[src/rtl/uart_mmio.sv]
// MMIO UART: DATA at offset 0, STATUS at offset 4. TX FIFO feeds an 8N1 serializer; RX has a synchronizer, deserializer and FIFO.
// Defining UART_PARITY_EN adds an even-parity bit to both directions. A write starts its start bit 2 cycles later; writes while tx_full and RX bytes arriving while the RX FIFO is full are dropped.

module uart_fifo #(
  parameter int DEPTH = 16,
  parameter int WIDTH = 8
) (
  input  logic             clk,
  input  logic             rst,
  input  logic             push_vld,
  input  logic [WIDTH-1:0] push_dat,
  input  logic             pop_rdy,
  output logic [WIDTH-1:0] head_dat,
  output logic             full,
  output logic             empty
);
  localparam int AW = $clog2(DEPTH);
  localparam int CW = $clog2(DEPTH + 1);
  localparam logic [CW-1:0] FULL_CNT = CW'(DEPTH);

  logic [WIDTH-1:0] mem [DEPTH];
  logic [AW-1:0]    wr_ptr, rd_ptr;
  logic [CW-1:0]    count, count_nxt;
  logic             do_push, do_pop;

  // A pop on a full FIFO frees the slot the simultaneous push writes into.
  assign do_pop   = pop_rdy && !empty;
  assign do_push  = push_vld && (!full || do_pop);
  assign head_dat = mem[rd_ptr];

  always_comb begin
    count_nxt = count;
    if (do_push && !do_pop)      count_nxt = count + 1'b1;
    else if (do_pop && !do_push) count_nxt = count - 1'b1;
  end

  always_ff @(posedge clk or posedge rst) begin
    if (rst) begin
      wr_ptr <= '0;
      rd_ptr <= '0;
      count  <= '0;
      full   <= 1'b0;
      empty  <= 1'b1;
    end else begin
      if (do_push) wr_ptr <= wr_ptr + 1'b1;
      if (do_pop)  rd_ptr <= rd_ptr + 1'b1;
      count <= count_nxt;
      full  <= (count_nxt == FULL_CNT);
      empty <= (count_nxt == '0);
    end
  end

  always_ff @(posedge clk) begin
    if (do_push) mem[wr_ptr] <= push_dat;
  end
endmodule

module uart_mmio #(
  parameter int CLKS_PER_BIT = 868,
  parameter int FIFO_DEPTH   = 16
) (
  input  logic       clk,
  input  logic       rst,
  input  logic       tx_wen,
  input  logic       rx_ren,
  input  logic [2:0] uart_addr,
  input  logic [7:0] uart_din,
  output logic [7:0] uart_dout,
  output logic       tx_full,
  output logic       rx_data_present,
  output logic       txd,
  input  logic       rxd
);
  localparam int BW = $clog2(CLKS_PER_BIT);
  localparam logic [BW-1:0] BIT_LAST  = BW'(CLKS_PER_BIT - 1);
  localparam logic [BW-1:0] HALF_LAST = BW'(CLKS_PER_BIT / 2 - 1);

`ifdef UART_PARITY_EN
  typedef enum logic [2:0] {S_IDLE, S_START, S_DATA, S_PARITY, S_STOP} uart_state_e;
`else
  typedef enum logic [2:0] {S_IDLE, S_START, S_DATA, S_STOP} uart_state_e;
`endif

  typedef struct packed {
    logic [1:0] rsvd;
    logic       parity_err;
    logic       frame_err;
    logic       overrun;
    logic       tx_empty;
    logic       tx_full;
    logic       rx_data_present;
  } status_t;

  logic        is_data, is_stat, tx_push, rx_pop, stat_rd;
  logic        tx_fifo_empty, rx_fifo_full, rx_fifo_empty;
  logic [7:0]  tx_fifo_head, rx_fifo_head;
  status_t     status;

  assign is_data = (uart_addr == 3'd0);
  assign is_stat = (uart_addr == 3'd4);
  assign tx_push = tx_wen && is_data && !tx_full;
  assign rx_pop  = rx_ren && is_data;
  assign stat_rd = rx_ren && is_stat;

  // ---------------- TX ----------------
  uart_state_e   tx_state, tx_state_nxt;
  logic [BW-1:0] tx_cnt;
  logic [2:0]    tx_idx;
  logic [7:0]    tx_sh;
  logic          tx_tick, tx_pop;

  uart_fifo #(.DEPTH(FIFO_DEPTH), .WIDTH(8)) u_tx_fifo (
    .clk(clk), .rst(rst), .push_vld(tx_push), .push_dat(uart_din), .pop_rdy(tx_pop),
    .head_dat(tx_fifo_head), .full(tx_full), .empty(tx_fifo_empty)
  );

  assign tx_tick = (tx_cnt == BIT_LAST);

  always_ff @(posedge clk or posedge rst) begin
    if (rst) tx_state <= S_IDLE;
    else     tx_state <= tx_state_nxt;
  end

  always_comb begin
    tx_state_nxt = tx_state;
    case (tx_state)
      S_IDLE:   if (!tx_fifo_empty) tx_state_nxt = S_START;
      S_START:  if (tx_tick) tx_state_nxt = S_DATA;
`ifdef UART_PARITY_EN
      S_DATA:   if (tx_tick && tx_idx == 3'd7) tx_state_nxt = S_PARITY;
      S_PARITY: if (tx_tick) tx_state_nxt = S_STOP;
`else
      S_DATA:   if (tx_tick && tx_idx == 3'd7) tx_state_nxt = S_STOP;
`endif
      S_STOP:   if (tx_tick) tx_state_nxt = S_IDLE;
      default:  tx_state_nxt = S_IDLE;
    endcase
  end

`ifdef UART_PARITY_EN
  logic tx_par;
`endif

  // txd is decoded from state so an asynchronous reset forces the line high at once.
  always_comb begin
    txd    = 1'b1;
    tx_pop = 1'b0;
    case (tx_state)
      S_IDLE:   tx_pop = !tx_fifo_empty;
      S_START:  txd = 1'b0;
      S_DATA:   txd = tx_sh[0];
`ifdef UART_PARITY_EN
      S_PARITY: txd = tx_par;
`endif
      default:  txd = 1'b1;
    endcase
  end

  always_ff @(posedge clk or posedge rst) begin
    if (rst) begin
      tx_cnt <= '0;
      tx_idx <= '0;
      tx_sh  <= '0;
`ifdef UART_PARITY_EN
      tx_par <= 1'b0;
`endif
    end else begin
      if (tx_state == S_IDLE || tx_tick) tx_cnt <= '0;
      else                               tx_cnt <= tx_cnt + 1'b1;
      if (tx_pop) begin
        tx_sh  <= tx_fifo_head;
        tx_idx <= '0;
`ifdef UART_PARITY_EN
        tx_par <= ^tx_fifo_head;
`endif
      end else if (tx_state == S_DATA && tx_tick) begin
        tx_sh  <= {1'b0, tx_sh[7:1]};
        tx_idx <= tx_idx + 1'b1;
      end
    end
  end

  // ---------------- RX ----------------
  uart_state_e   rx_state, rx_state_nxt;
  logic [1:0]    rx_sync;
  logic          rx_s, rx_prev;
  logic [BW-1:0] rx_cnt;
  logic [2:0]    rx_idx;
  logic [7:0]    rx_sh;
  logic          rx_tick, rx_half, rx_cnt_clr;
  logic          rx_push, frame_set, parity_set, overrun_set, rx_par_bad;
  logic          overrun, frame_err, parity_err;

  assign rx_s    = rx_sync[1];
  assign rx_tick = (rx_cnt == BIT_LAST);
  assign rx_half = (rx_cnt == HALF_LAST);

  always_ff @(posedge clk or posedge rst) begin
    if (rst) begin
      rx_sync <= 2'b11;
      rx_prev <= 1'b1;
    end else begin
      rx_sync <= {rx_sync[0], rxd};
      rx_prev <= rx_sync[1];
    end
  end

  always_ff @(posedge clk or posedge rst) begin
    if (rst) rx_state <= S_IDLE;
    else     rx_state <= rx_state_nxt;
  end

  always_comb begin
    rx_state_nxt = rx_state;
    case (rx_state)
      S_IDLE:   if (rx_prev && !rx_s) rx_state_nxt = S_START;
      S_START:  if (rx_half) rx_state_nxt = rx_s ? S_IDLE : S_DATA;
`ifdef UART_PARITY_EN
      S_DATA:   if (rx_tick && rx_idx == 3'd7) rx_state_nxt = S_PARITY;
      S_PARITY: if (rx_tick) rx_state_nxt = S_STOP;
`else
      S_DATA:   if (rx_tick && rx_idx == 3'd7) rx_state_nxt = S_STOP;
`endif
      S_STOP:   if (rx_tick) rx_state_nxt = S_IDLE;
      default:  rx_state_nxt = S_IDLE;
    endcase
  end

  always_comb begin
    rx_cnt_clr = 1'b0;
    rx_push    = 1'b0;
    frame_set  = 1'b0;
    parity_set = 1'b0;
    case (rx_state)
      S_IDLE:   rx_cnt_clr = 1'b1;
      S_START:  rx_cnt_clr = rx_half;
`ifdef UART_PARITY_EN
      S_PARITY: begin
        rx_cnt_clr = rx_tick;
        parity_set = rx_tick && (rx_s != ^rx_sh);
      end
`endif
      S_STOP: begin
        rx_cnt_clr = rx_tick;
        rx_push    = rx_tick && rx_s && !rx_par_bad;
        frame_set  = rx_tick && !rx_s;
      end
      default:  rx_cnt_clr = rx_tick;
    endcase
  end

  always_ff @(posedge clk or posedge rst) begin
    if (rst) begin
      rx_cnt <= '0;
      rx_idx <= '0;
      rx_sh  <= '0;
    end else begin
      if (rx_cnt_clr) rx_cnt <= '0;
      else            rx_cnt <= rx_cnt + 1'b1;
      if (rx_state == S_IDLE) begin
        rx_idx <= '0;
      end else if (rx_state == S_DATA && rx_tick) begin
        rx_sh  <= {rx_s, rx_sh[7:1]};
        rx_idx <= rx_idx + 1'b1;
      end
    end
  end

`ifdef UART_PARITY_EN
  // A bad parity bit only marks the byte; the stop bit is still checked before it is dropped.
  always_ff @(posedge clk or posedge rst) begin
    if (rst)                     rx_par_bad <= 1'b0;
    else if (rx_state == S_IDLE) rx_par_bad <= 1'b0;
    else if (parity_set)         rx_par_bad <= 1'b1;
  end
`else
  assign rx_par_bad = 1'b0;
`endif

  uart_fifo #(.DEPTH(FIFO_DEPTH), .WIDTH(8)) u_rx_fifo (
    .clk(clk), .rst(rst), .push_vld(rx_push), .push_dat(rx_sh), .pop_rdy(rx_pop),
    .head_dat(rx_fifo_head), .full(rx_fifo_full), .empty(rx_fifo_empty)
  );

  assign overrun_set = rx_push && rx_fifo_full && !rx_pop;

  // Set beats clear when both land in the same cycle.
  always_ff @(posedge clk or posedge rst) begin
    if (rst) begin
      overrun    <= 1'b0;
      frame_err  <= 1'b0;
      parity_err <= 1'b0;
    end else begin
      overrun    <= overrun_set || (overrun && !stat_rd);
      frame_err  <= frame_set   || (frame_err && !stat_rd);
      parity_err <= parity_set  || (parity_err && !stat_rd);
    end
  end

  // ---------------- register read ----------------
  assign rx_data_present = !rx_fifo_empty;

  always_comb begin
    status                 = '0;
    status.parity_err      = parity_err;
    status.frame_err       = frame_err;
    status.overrun         = overrun;
    status.tx_empty        = tx_fifo_empty && (tx_state == S_IDLE);
    status.tx_full         = tx_full;
    status.rx_data_present = rx_data_present;
  end

  always_comb begin
    uart_dout = 8'h00;
    if (is_data)      uart_dout = rx_fifo_empty ? 8'h00 : rx_fifo_head;
    else if (is_stat) uart_dout = status;
  end
endmodule

[config.mk]
export PLATFORM = sky130hd
export DESIGN_NAME = uart_mmio
export DESIGN_NICKNAME = d
export VERILOG_FILES = /design/src/rtl/uart_mmio.sv
export SDC_FILE = /design/constraint.sdc
export NUM_CORES = 1
export LEC_CHECK = 0
export BUFFER_PORTS_ARGS = -buffer_cell sky130_fd_sc_hd__buf_2
export CORE_MARGIN = 3
export CORE_UTILIZATION = 30
export DETAILED_ROUTE_END_ITERATION = 16
export GPL_ROUTABILITY_DRIVEN = 0
export PLACE_DENSITY = 0.58
export SYNTH_ARGS = -nofsm -noshare
export SYNTH_HDL_FRONTEND = slang
export SYNTH_SLANG_ARGS = --single-unit
[constraint.sdc]
create_clock -name clk -period 2.8 [get_ports clk]
set_input_delay 0 -clock clk [delete_from_list [all_inputs] [get_ports clk]]
set_output_delay 0 -clock clk [all_outputs]
set_load 0.02 [all_outputs]
==> results of run 1 <==
## timing repair
item | CTS | global route
hold buffers | 16 | 0
buffers inserted | 2 | 0
setup endpoints to repair | 5 | 0
resized for setup | 2 | 0
endpoints found under the hold margin | 175 | 0
## synth_stat cells, drive strengths merged, types with 6 or more instances
cell type / number
a21oi: 11
and2: 9
and3: 8
buf: 13
clkbuf: 25
dfrtp: 77
edfxtp: 256
ha: 25
inv: 26
mux2: 10
mux2i: 13
mux4: 76
nand2: 46
nand3: 26
nand4: 9
nor2: 52
nor2b: 6
nor3: 9
nor3b: 6
nor4: 8
o21ai: 17
xnor2: 24
xor2: 13
## power by group through the flow
stage | registers [mW] | logic, mW | clock network, mW
2_1_floorplan | 5.76 | 1.02 | 0
6_report | 5.85 | 1.32 | 4.96
3_3_place_gp | 5.96 | 1.25 | 0
5_1_grt | 5.89 | 1.47 | 5.30
3_5_place_dp | 5.96 | 1.26 | 0
4_1_cts | 5.85 | 1.34 | 5.10
## per-stage QoR
stage	cells	instance area, sq um	setup WS, ns	hold slack [ns]
after floorplan	819	14000	0.109	0.00448
after detailed placement	1460	15200	0.245	0.137
after CTS	1543	16600	0.0762	0.0564
final	1543	16600	0.133	0.0972
after global routing	1543	16600	0.00109	0.111
after global placement	1460	15200	0.226	0.138
## per-layer routing
layer  vias up  wire length, microns  global-route usage
met2       161                 13300               0.184
met3        50                  1420              0.0246
met1      3832                 12700               0.162
li1       3357                     -                   -
met4         0                   687              0.0402
met5         -                     0                   0
## state kept, by name, indices dropped and copies added, names as in the netlist, 2 cells and up
register,count
u_rx_fifo.rd_ptr,4
u_tx_fifo.rd_ptr,4
u_rx_fifo.mem,128
u_rx_fifo.wr_ptr,4
tx_state,2
tx_idx,3
u_tx_fifo.mem,128
rx_cnt,10
rx_state,2
u_tx_fifo.count,5
tx_cnt,10
rx_sync,2
rx_sh,8
rx_idx,3
u_rx_fifo.count,5
tx_sh,8
u_tx_fifo.wr_ptr,4
## logic make-up (layout without fill, tap and decap cells)
group / count (synthesis) / in the layout / share of synthesized area
buffers and inverters: 64 / 188 / 0.0179
muxes: 99 / 99 / 0.140
and+or+nand+nor: 201 / 201 / 0.0736
AOI/OAI and AO/OA: 54 / 54 / 0.0245
DFF: 338 / 338 / 0.698
xor gates and xnor gates: 37 / 37 / 0.0232
adders and majority gates: 26 / 26 / 0.0231
## tightest hold or removal path: stages
cell and delay [ns]:
dlygate4sd3_1 0.53, buf_2 0.12, clkinv_2 0.49
## worst paths after layout
kind / depth (start not counted) / endpoint / startpoint / slack, ns
worst max-delay path: 6 / uart_dout[2] / u_rx_fifo.rd_ptr[0] / 0.13
worst min-delay path: 3 / rx_cnt[6] / rst / 0.1
worst max register to register: 9 / u_rx_fifo.mem[14][5] / rx_cnt[0] / 0.20
worst min register to register: 0 / rx_sync[1] / rx_sync[0] / 0.36
max in group asynchronous: 4 / u_tx_fifo.empty / rst / 1.92
min in group clk: 5 / u_tx_fifo.count[2] / tx_wen / 0.10
## area by class of cell
type	instances	area share
sequential	338	0.587
multi-input combinational	417	0.241
clock buffer	44	0.0586
timing repair buffer	97	0.0468
tap	600	0.0452
clock inverter	21	0.0160
inverter	26	0.00595
==> results.tsv, run 1 <==
stage	metric	value	unit
status	outcome	completed	
timing	final worst path period need	2.67	ns
setup_path	Crit Path Class	reg -> out	
power_and_ir_drop	pwr/cell area	730	nW/um^2
floorplan	io pins	27	
timing	worst slew margin relative to its limit	0.493	
layout	final design utilization	0.364	
synth	most area-hungry cell type in the Yosys netlist	edfxtp_1	
clock_network	clock insertion delay at the later pin of the skew report	0.54	ns
floorplan	overall die width	222	microns
floorplan	effective utilization at floorplan	0.306	
clock_network	number of buffers created by CTS	37	
setup_path	Critical Path Start Type	register	
synth	post-synthesis sequential area ratio	0.698	
floorplan	placeable core region	45700	sq um
setup_path	CP dominant cell by count	mux4_2	
power_and_ir_drop	relative contribution of the clock network to total power	0.409	
detailed_routing	routed wire length	28.1	mm
synth	most common flop cell mapped by yosys	edfxtp_1	
power_and_ir_drop	sequential share of power	0.482	
clock_network	clock root buffer	clkbuf_16	
setup_path	cells traversed along the worst timing path	buf_12 -> mux4_2 -> mux4_2 -> inv_1 -> o32ai_1 -> buf_2	
floorplan	site row count	78	
clock_network	clock-pin slew on the worst setup and hold paths	0.06	ns
timing	fmax	375	MHz
setup_path	element type at the critical path end	output port	
grt	number of antenna violations at the first check in global routing	0	
synth	FFs w/ async S/R, synth	0.243	
layout	# nets final	958	
synth	combined area of all synthesized cells	14000	sq um
clock_network	CTS tree	built	
detailed_routing	number of vias after detailed routing	7400	
power_and_ir_drop	switching part of the total	0.239	
setup_path	data arrival time of the critical path	2.67	ns
synth	count of state elements after synthesis	338	
timing	final setup vio count	0	
layout	proportion of layout cells with a drive suffix above 1	0.250	
detailed_routing	detailed-route wire length per cell	18.2	microns
synth	number of enable-type register cells in the synthesized netlist	256	
setup_path	worst path required time	2.80	ns
timing	worst slew pin tran	0.761	ns
grt	number of global-route vias before repair	7743	
grt	gr ovfl total	0	
power_and_ir_drop	internal power of the cells	9.23	mW
synth	Synth Warn #	0	
layout	number of fill cells	4269	
floorplan	Die ar.	49200	sq um
detailed_routing	# DRC	0	
synth	per-instance average area after synthesis	17.1	sq um
detailed_routing	Iteration-0 DRC Markers	607	
layout	synth-to-layout area growth	19.0	%
grt	wire length of the first global-routing pass	45.2	mm
floorplan	die height	222	microns
grt	Tot GR Track Use	0.117	
placement	HPWL after detailed placement	18.6	mm
layout	# diodes	0	
grt	largest net degree at the start of global routing	43	
setup_path	cell with the largest stage delay on the worst path	mux4_2	
timing	endpoints failing hold	0	
power_and_ir_drop	combinational share of power	0.108	
synth	synthesized instance count	819	
timing	Clock Skews	0.0165	ns
setup_path	Slowest Stage Delay on Critical Path	0.56	ns
setup_path	family with the most delay on the worst path	multiplexers	
synth	syn nets	860	
timing	total count of max-transition violations in the final report	0	
power_and_ir_drop	switching power summed over all nets	2.90	mW
power_and_ir_drop	post-layout power	12.1	mW
detailed_routing	count of TritonRoute iterations in the first routing pass	7	
min_path	worst hold path type	in -> async	
layout	register area	9750	sq um
timing	setup repair after global routing missed its margin	false	
clock_network	deepest level of the CTS H-tree	2	
clock_network	maximum clock path buffer count	3	
setup_path	Buf+Inv Stages, Crit Path	3	
power_and_ir_drop	peak supply drop	0.601	mV
run	number of maximum-capacitance constraint violations	0	
synth	distinct cell type count of the synthesized netlist	52	
synth	Synth area leaders	edfxtp_1, dfrtp_1, mux4_2	
detailed_routing	Final ANT Viol Nets	0	
timing	final sum of negative setup slack	0	ns
setup_path	critical path peak fanout	16	
synth	Synth top area share	0.550	
layout	most common library cell in the layout ignoring fill and taps	edfxtp_1	
timing	Tcrit/Tclk final	0.952	
placement	total of buffers placed on input and output ports	26	
power_and_ir_drop	leakage power summed over all cells	6.07	nW
layout	most frequent cells in the layout	edfxtp_1, mux4_2, dfrtp_1, nor2_1, buf_4	
clock_network	number of clock sinks	338	
layout	Multi-input gate area	4000	sq um
detailed_routing	routed vias/inst	4.80	
Power figures use the tool's default switching activity.
==> inputs of run 2 (changes only) <==
--- a/config.mk
+++ b/config.mk
@@ -10,7 +10,7 @@
 export CORE_UTILIZATION = 30
 export DETAILED_ROUTE_END_ITERATION = 16
 export GPL_ROUTABILITY_DRIVEN = 0
-export PLACE_DENSITY = 0.58
+export PLACE_DENSITY = 0.57
 export SYNTH_ARGS = -nofsm -noshare
 export SYNTH_HDL_FRONTEND = slang
 export SYNTH_SLANG_ARGS = --single-unit
==> run 2 against run 1 <==
Via count down 1.8%; register-to-register slack better by 0.02 ns; sequential cell count unchanged; power down 2.7%; utilization down 0.25 points; setup slack better by 0.058 ns; first-iteration DRC count up 7.2%; critical path type unchanged; highest routed layer unchanged.
==> results.tsv, run 2 (synthesized netlist as in run 1, its figures left out) <==
stage	metric	value	unit
power_and_ir_drop	sequential share of power	0.489	
timing	worst slew margin relative to its limit	0.472	
layout	most frequent cells in the layout	edfxtp_1, mux4_2, dfrtp_1, nor2_1	
setup_path	worst path required time	2.80	ns
detailed_routing	number of vias after detailed routing	7270	
timing	fmax	383	MHz
setup_path	critical path peak fanout	35	
detailed_routing	detailed-route wire length per cell	18.3	microns
detailed_routing	# DRC	0	
floorplan	placeable core region	45700	sq um
timing	Tcrit/Tclk final	0.932	
placement	cell area after placement	15200	sq um
grt	wire length of the first global-routing pass	45.1	mm
layout	Multi-input gate area	4000	sq um
timing	total count of max-transition violations in the final report	0	
floorplan	io pins	27	
setup_path	Crit Path Class	reg -> out	
layout	Non-Filler Cell Area, Final	16500	sq um
placement	total of buffers placed on input and output ports	26	
timing	Clock Skews	0.0234	ns
floorplan	overall die width	222	microns
clock_network	number of buffers created by CTS	37	
floorplan	die height	222	microns
layout	synth-to-layout area growth	18.1	%
clock_network	number of clock sinks	338	
clock_network	clock insertion delay at the later pin of the skew report	0.54	ns
power_and_ir_drop	peak supply drop	0.848	mV
grt	number of antenna violations at the first check in global routing	0	
clock_network	clock root buffer	clkbuf_16	
power_and_ir_drop	relative contribution of the clock network to total power	0.401	
grt	number of global-route vias before repair	7660	
timing	worst slew pin tran	0.790	ns
layout	# diodes	0	
setup_path	element type at the critical path end	output port	
setup_path	Critical Path Start Type	register	
floorplan	site row count	78	
power_and_ir_drop	combinational share of power	0.110	
setup_path	data arrival time of the critical path	2.61	ns
status	outcome	completed	
power_and_ir_drop	switching power summed over all nets	2.82	mW
timing	setup repair after global routing missed its margin	false	
run	number of maximum-capacitance constraint violations	0	
layout	Top Registers	u_rx_fifo.mem x128, u_tx_fifo.mem x128	
power_and_ir_drop	internal power of the cells	8.99	mW
grt	Tot GR Track Use	0.116	
clock_network	clock-pin slew on the worst setup and hold paths	0.06	ns
timing	final setup vio count	0	
timing	endpoints failing hold	0	
min_path	worst hold path type	in -> reg	
layout	proportion of layout cells with a drive suffix above 1	0.252	
detailed_routing	routed wire length	28.1	mm
clock_network	deepest level of the CTS H-tree	2	
clock_network	maximum clock path buffer count	3	
layout	# nets final	952	
grt	gr ovfl total	0	
clock_network	CTS tree	built	
power_and_ir_drop	pwr/cell area	716	nW/um^2
layout	number of fill cells	4272	
power_and_ir_drop	post-layout power	11.8	mW
grt	largest net degree at the start of global routing	46	
layout	register area	9750	sq um
detailed_routing	routed vias/inst	4.72	
power_and_ir_drop	switching part of the total	0.239	
detailed_routing	count of TritonRoute iterations in the first routing pass	5	
timing	final sum of negative setup slack	0	ns
power_and_ir_drop	leakage power summed over all cells	6.02	nW
floorplan	Die ar.	49200	sq um
detailed_routing	Iteration-0 DRC Markers	651	
layout	most common library cell in the layout ignoring fill and taps	edfxtp_1	
timing	final worst path period need	2.61	ns
placement	HPWL after detailed placement	18.6	mm
floorplan	effective utilization at floorplan	0.306	
detailed_routing	Final ANT Viol Nets	0	
[run 2: cell types whose count changed in the layout (fill, tap and decap cells not counted), moves of 2 or more]
cell	previous run	this run
bufinv_16	6	3
and2_1	9	6
clkbuf_1	6	9
and2_2	0	3
buf_4	49	46
clkinv_2	3	6
buf_12	6	4
clkinv_1	9	6
clkbuf_8	0	3
[run 2: per-stage QoR]
stage	cells	hold WS (ns)	util	setup WS, ns
final	1539	0.0638	0.361	0.192
after global routing	1539	0.0965	0.361	0.000125
after CTS	1539	0.0344	0.361	0.0642
after detailed placement	1457	0.107	0.332	0.223
after global placement	1457	0.108	0.332	0.311
after floorplan	819	0.00448	-	0.109
[run 2: critical path, stage by stage (launching register included)]
cell,delay [ns]
dfrtp_2,0.37
buf_12,0.27
mux4_2,0.59
mux4_2,0.50
nor2b_1,0.14
buf_2,0.16
[run 2: area by class of cell]
cell class,count,share of cell area
sequential,338,0.591
multi-input combinational,417,0.243
clock buffer,50,0.0622
tap,600,0.0455
timing repair buffer,91,0.0428
clock inverter,17,0.0102
inverter,26,0.00599
[run 2: worst paths after layout]
path / startpoint / to / slack (ns) / cells after the start
max in group asynchronous: rst / rx_sync[0] / 1.94 / 4
hold reg to reg: rx_sync[0] / rx_sync[1] / 0.36 / 0
hold / removal: uart_addr[0] / u_tx_fifo.count[2] / 0.06 / 5
min in group asynchronous: rst / tx_cnt[6] / 0.14 / 3
setup reg to reg: rx_cnt[0] / u_rx_fifo.mem[6][5] / 0.22 / 7
setup / recovery: u_rx_fifo.rd_ptr[0] / uart_dout[7] / 0.19 / 5
[run 2: power by group through the flow]
stage	clock network [mW]	registers, mW	logic [mW]
final	4.73	5.78	1.30
after global placement	0	5.87	1.29
after detailed placement	0	5.87	1.30
after floorplan	0	5.76	1.02
after global routing	5.10	5.80	1.45
after CTS	4.89	5.77	1.32
[run 2: metal layers]
layer,wire length (microns),vias to the layer above,track usage
li1,-,3352,-
met1,13300,3742,0.167
met2,13100,138,0.179
met3,1210,38,0.0240
met4,495,0,0.0303
met5,0,-,0
[run 2: what timing repair did]
action	4_1_cts	5_1_grt
setup buffers	0	0
endpoints found under the setup margin	0	31
endpoints found under the hold margin	178	0
gates resized for setup	0	5
hold buffers	15	0
==> inputs of run 3 (changes only) <==
--- a/config.mk
+++ b/config.mk
@@ -6,11 +6,13 @@
 export NUM_CORES = 1
 export LEC_CHECK = 0
 export BUFFER_PORTS_ARGS = -buffer_cell sky130_fd_sc_hd__buf_2
+export CELL_PAD_IN_SITES_DETAIL_PLACEMENT = 1
+export CELL_PAD_IN_SITES_GLOBAL_PLACEMENT = 2
 export CORE_MARGIN = 3
 export CORE_UTILIZATION = 30
 export DETAILED_ROUTE_END_ITERATION = 16
 export GPL_ROUTABILITY_DRIVEN = 0
-export PLACE_DENSITY = 0.57
+export PLACE_DENSITY = 0.67
 export SYNTH_ARGS = -nofsm -noshare
 export SYNTH_HDL_FRONTEND = slang
 export SYNTH_SLANG_ARGS = --single-unit
==> run 3 against run 2 <==
Final area is 0.31% higher; register-to-register slack hardly changed; die area stayed put; setup slack worse by 0.057 ns; fmax is 2.2% lower; count of clock-buffer cells in the layout is 3 higher; combinational power is 4% higher; sequential share of layout area is 0.19 points lower; final cell count is 0.19% higher; global-route usage is 0.78 points higher; highest routed layer unchanged.
==> results.tsv, run 3 (synthesized netlist as in run 1, its figures left out) <==
stage	metric	value	unit
layout	synth-to-layout area growth	18.5	%
timing	final worst path period need	2.67	ns
timing	min setup slack post-route	0.134	ns
power_and_ir_drop	switching power summed over all nets	3.02	mW
power_and_ir_drop	pwr/cell area	729	nW/um^2
timing	fmax	375	MHz
floorplan	die height	222	microns
clock_network	maximum clock path buffer count	3	
floorplan	Die ar.	49200	sq um
clock_network	clock root buffer	clkbuf_16	
power_and_ir_drop	switching part of the total	0.250	
layout	most common library cell in the layout ignoring fill and taps	edfxtp_1	
timing	worst slew margin relative to its limit	0.476	
detailed_routing	routed wire length	30.2	mm
detailed_routing	routed vias/inst	4.77	
layout	proportion of layout cells with a drive suffix above 1	0.254	
detailed_routing	# DRC	0	
floorplan	placeable core region	45700	sq um
timing	final sum of negative setup slack	0	ns
min_path	worst hold path type	in -> reg	
layout	most frequent cells in the layout	edfxtp_1, mux4_2, dfrtp_1, nor2_1	
timing	setup repair after global routing missed its margin	false	
power_and_ir_drop	combinational share of power	0.112	
setup_path	worst path required time	2.80	ns
clock_network	clock insertion delay at the later pin of the skew report	0.57	ns
power_and_ir_drop	internal power of the cells	9.04	mW
clock_network	clock-pin slew on the worst setup and hold paths	0.06	ns
layout	Multi-input gate area	4020	sq um
clock_network	number of buffers created by CTS	39	
floorplan	overall die width	222	microns
grt	wire length of the first global-routing pass	47.8	mm
detailed_routing	count of TritonRoute iterations in the first routing pass	4	
layout	# nets final	953	
placement	number of placed instances, taps included	1456	
setup_path	Crit Path Class	reg -> out	
grt	gr ovfl total	0	
clock_network	number of clock sinks	338	
placement	worst setup slack before clock tree synthesis	0.111	ns
timing	final setup vio count	0	
setup_path	Critical Path Start Type	register	
power_and_ir_drop	peak supply drop	0.758	mV
timing	worst slew pin tran	0.785	ns
layout	final standard cell count with taps included and fillers excluded	1542	
timing	Clock Skews	0.0224	ns
clock_network	CTS tree	built	
placement	HPWL after detailed placement	19.8	mm
layout	register area	9750	sq um
status	outcome	completed	
grt	number of antenna violations at the first check in global routing	0	
floorplan	site row count	78	
floorplan	io pins	27	
detailed_routing	detailed-route wire length per cell	19.6	microns
run	number of maximum-capacitance constraint violations	0	
grt	number of global-route vias before repair	8090	
detailed_routing	Iteration-0 DRC Markers	500	
clock_network	deepest level of the CTS H-tree	2	
timing	Tcrit/Tclk final	0.952	
timing	total count of max-transition violations in the final report	0	
floorplan	effective utilization at floorplan	0.306	
detailed_routing	Final ANT Viol Nets	0	
layout	Top Registers	u_rx_fifo.mem x128, u_tx_fifo.mem x128	
setup_path	critical path peak fanout	35	
setup_path	element type at the critical path end	output port	
setup_path	data arrival time of the critical path	2.67	ns
placement	total of buffers placed on input and output ports	26	
timing	endpoints failing hold	0	
layout	final design utilization	0.362	
grt	largest net degree at the start of global routing	43	
power_and_ir_drop	leakage power summed over all cells	6.03	nW
power_and_ir_drop	relative contribution of the clock network to total power	0.410	
grt	Tot GR Track Use	0.124	
power_and_ir_drop	sequential share of power	0.478	
detailed_routing	number of vias after detailed routing	7349	
layout	# diodes	0	
layout	number of fill cells	4628	
==> run 3: cell types whose count changed in the layout (fill, tap and decap cells not counted), sizes merged <==
cell / delta
clkinv: +1
clkinvlp: -1
buf: -1
inv: +1
clkbuf: +3
==> run 3: path summary, 6_finish.rpt <==
path                                          start                  end  slack (ns)  cells after the start
worst max-delay path            u_rx_fifo.rd_ptr[0]         uart_dout[2]        0.13                      6
worst min-delay path                            rxd           rx_sync[0]        0.09                      2
worst max register to register            rx_cnt[0]  u_rx_fifo.mem[7][3]        0.23                      8
worst min register to register           rx_sync[0]           rx_sync[1]        0.40                      0
max in group asynchronous                       rst  u_tx_fifo.rd_ptr[0]        1.97                      4
min in group asynchronous                       rst            tx_cnt[5]        0.11                      3
==> run 3: area by class of cell <==
class | instances | area share
clock buffers | 53 | 0.0621
well taps | 600 | 0.0454
repair buffers | 90 | 0.0414
inverters | 26 | 0.00597
clock inverters | 18 | 0.0136
flip-flops and latches | 338 | 0.589
multi-input cells | 417 | 0.243
==> run 3: through the flow <==
stage | power [mW] | hold slack (ns) | area [sq um]
6_report | 12.1 | 0.0854 | 16600
5_1_grt | 12.6 | 0.0850 | 16600
4_1_cts | 12.3 | 0.0551 | 16500
3_5_place_dp | 7.22 | 0.108 | 15100
3_3_place_gp | 7.19 | 0.109 | 15100
2_1_floorplan | 6.78 | 0.00448 | 14000
==> run 3: power by group through the flow <==
stage / combinational, mW / sequential (mW) / clock, mW
after floorplan: 1.02 / 5.76 / 0
final: 1.35 / 5.76 / 4.95
after global routing: 1.50 / 5.80 / 5.33
after detailed placement: 1.36 / 5.87 / 0
after CTS: 1.38 / 5.76 / 5.11
after global placement: 1.33 / 5.86 / 0
==> run 3: repair_timing <==
item,4_1_cts,5_1_grt
buffers inserted,0,0
hold buffers,15,0
endpoints found under the hold margin,173,0
gates resized for setup,0,8
setup endpoints to repair,0,68
==> run 3: critical path, cell delays in order, from the launching register on <==
cell and delay [ns]:
dfrtp_2 0.37, buf_12 0.27, mux4_2 0.59, mux4_2 0.52, inv_1 0.08, o32ai_1 0.07
buf_2 0.18
==> run 3: routing by layer <==
layer	GRT usage	share of wire	up-vias
met3	0.0254	0.035	35
met4	0.0318	0.016	0
li1	-	-	3344
met2	0.208	0.49	109
met1	0.164	0.45	3861
met5	0	0	-
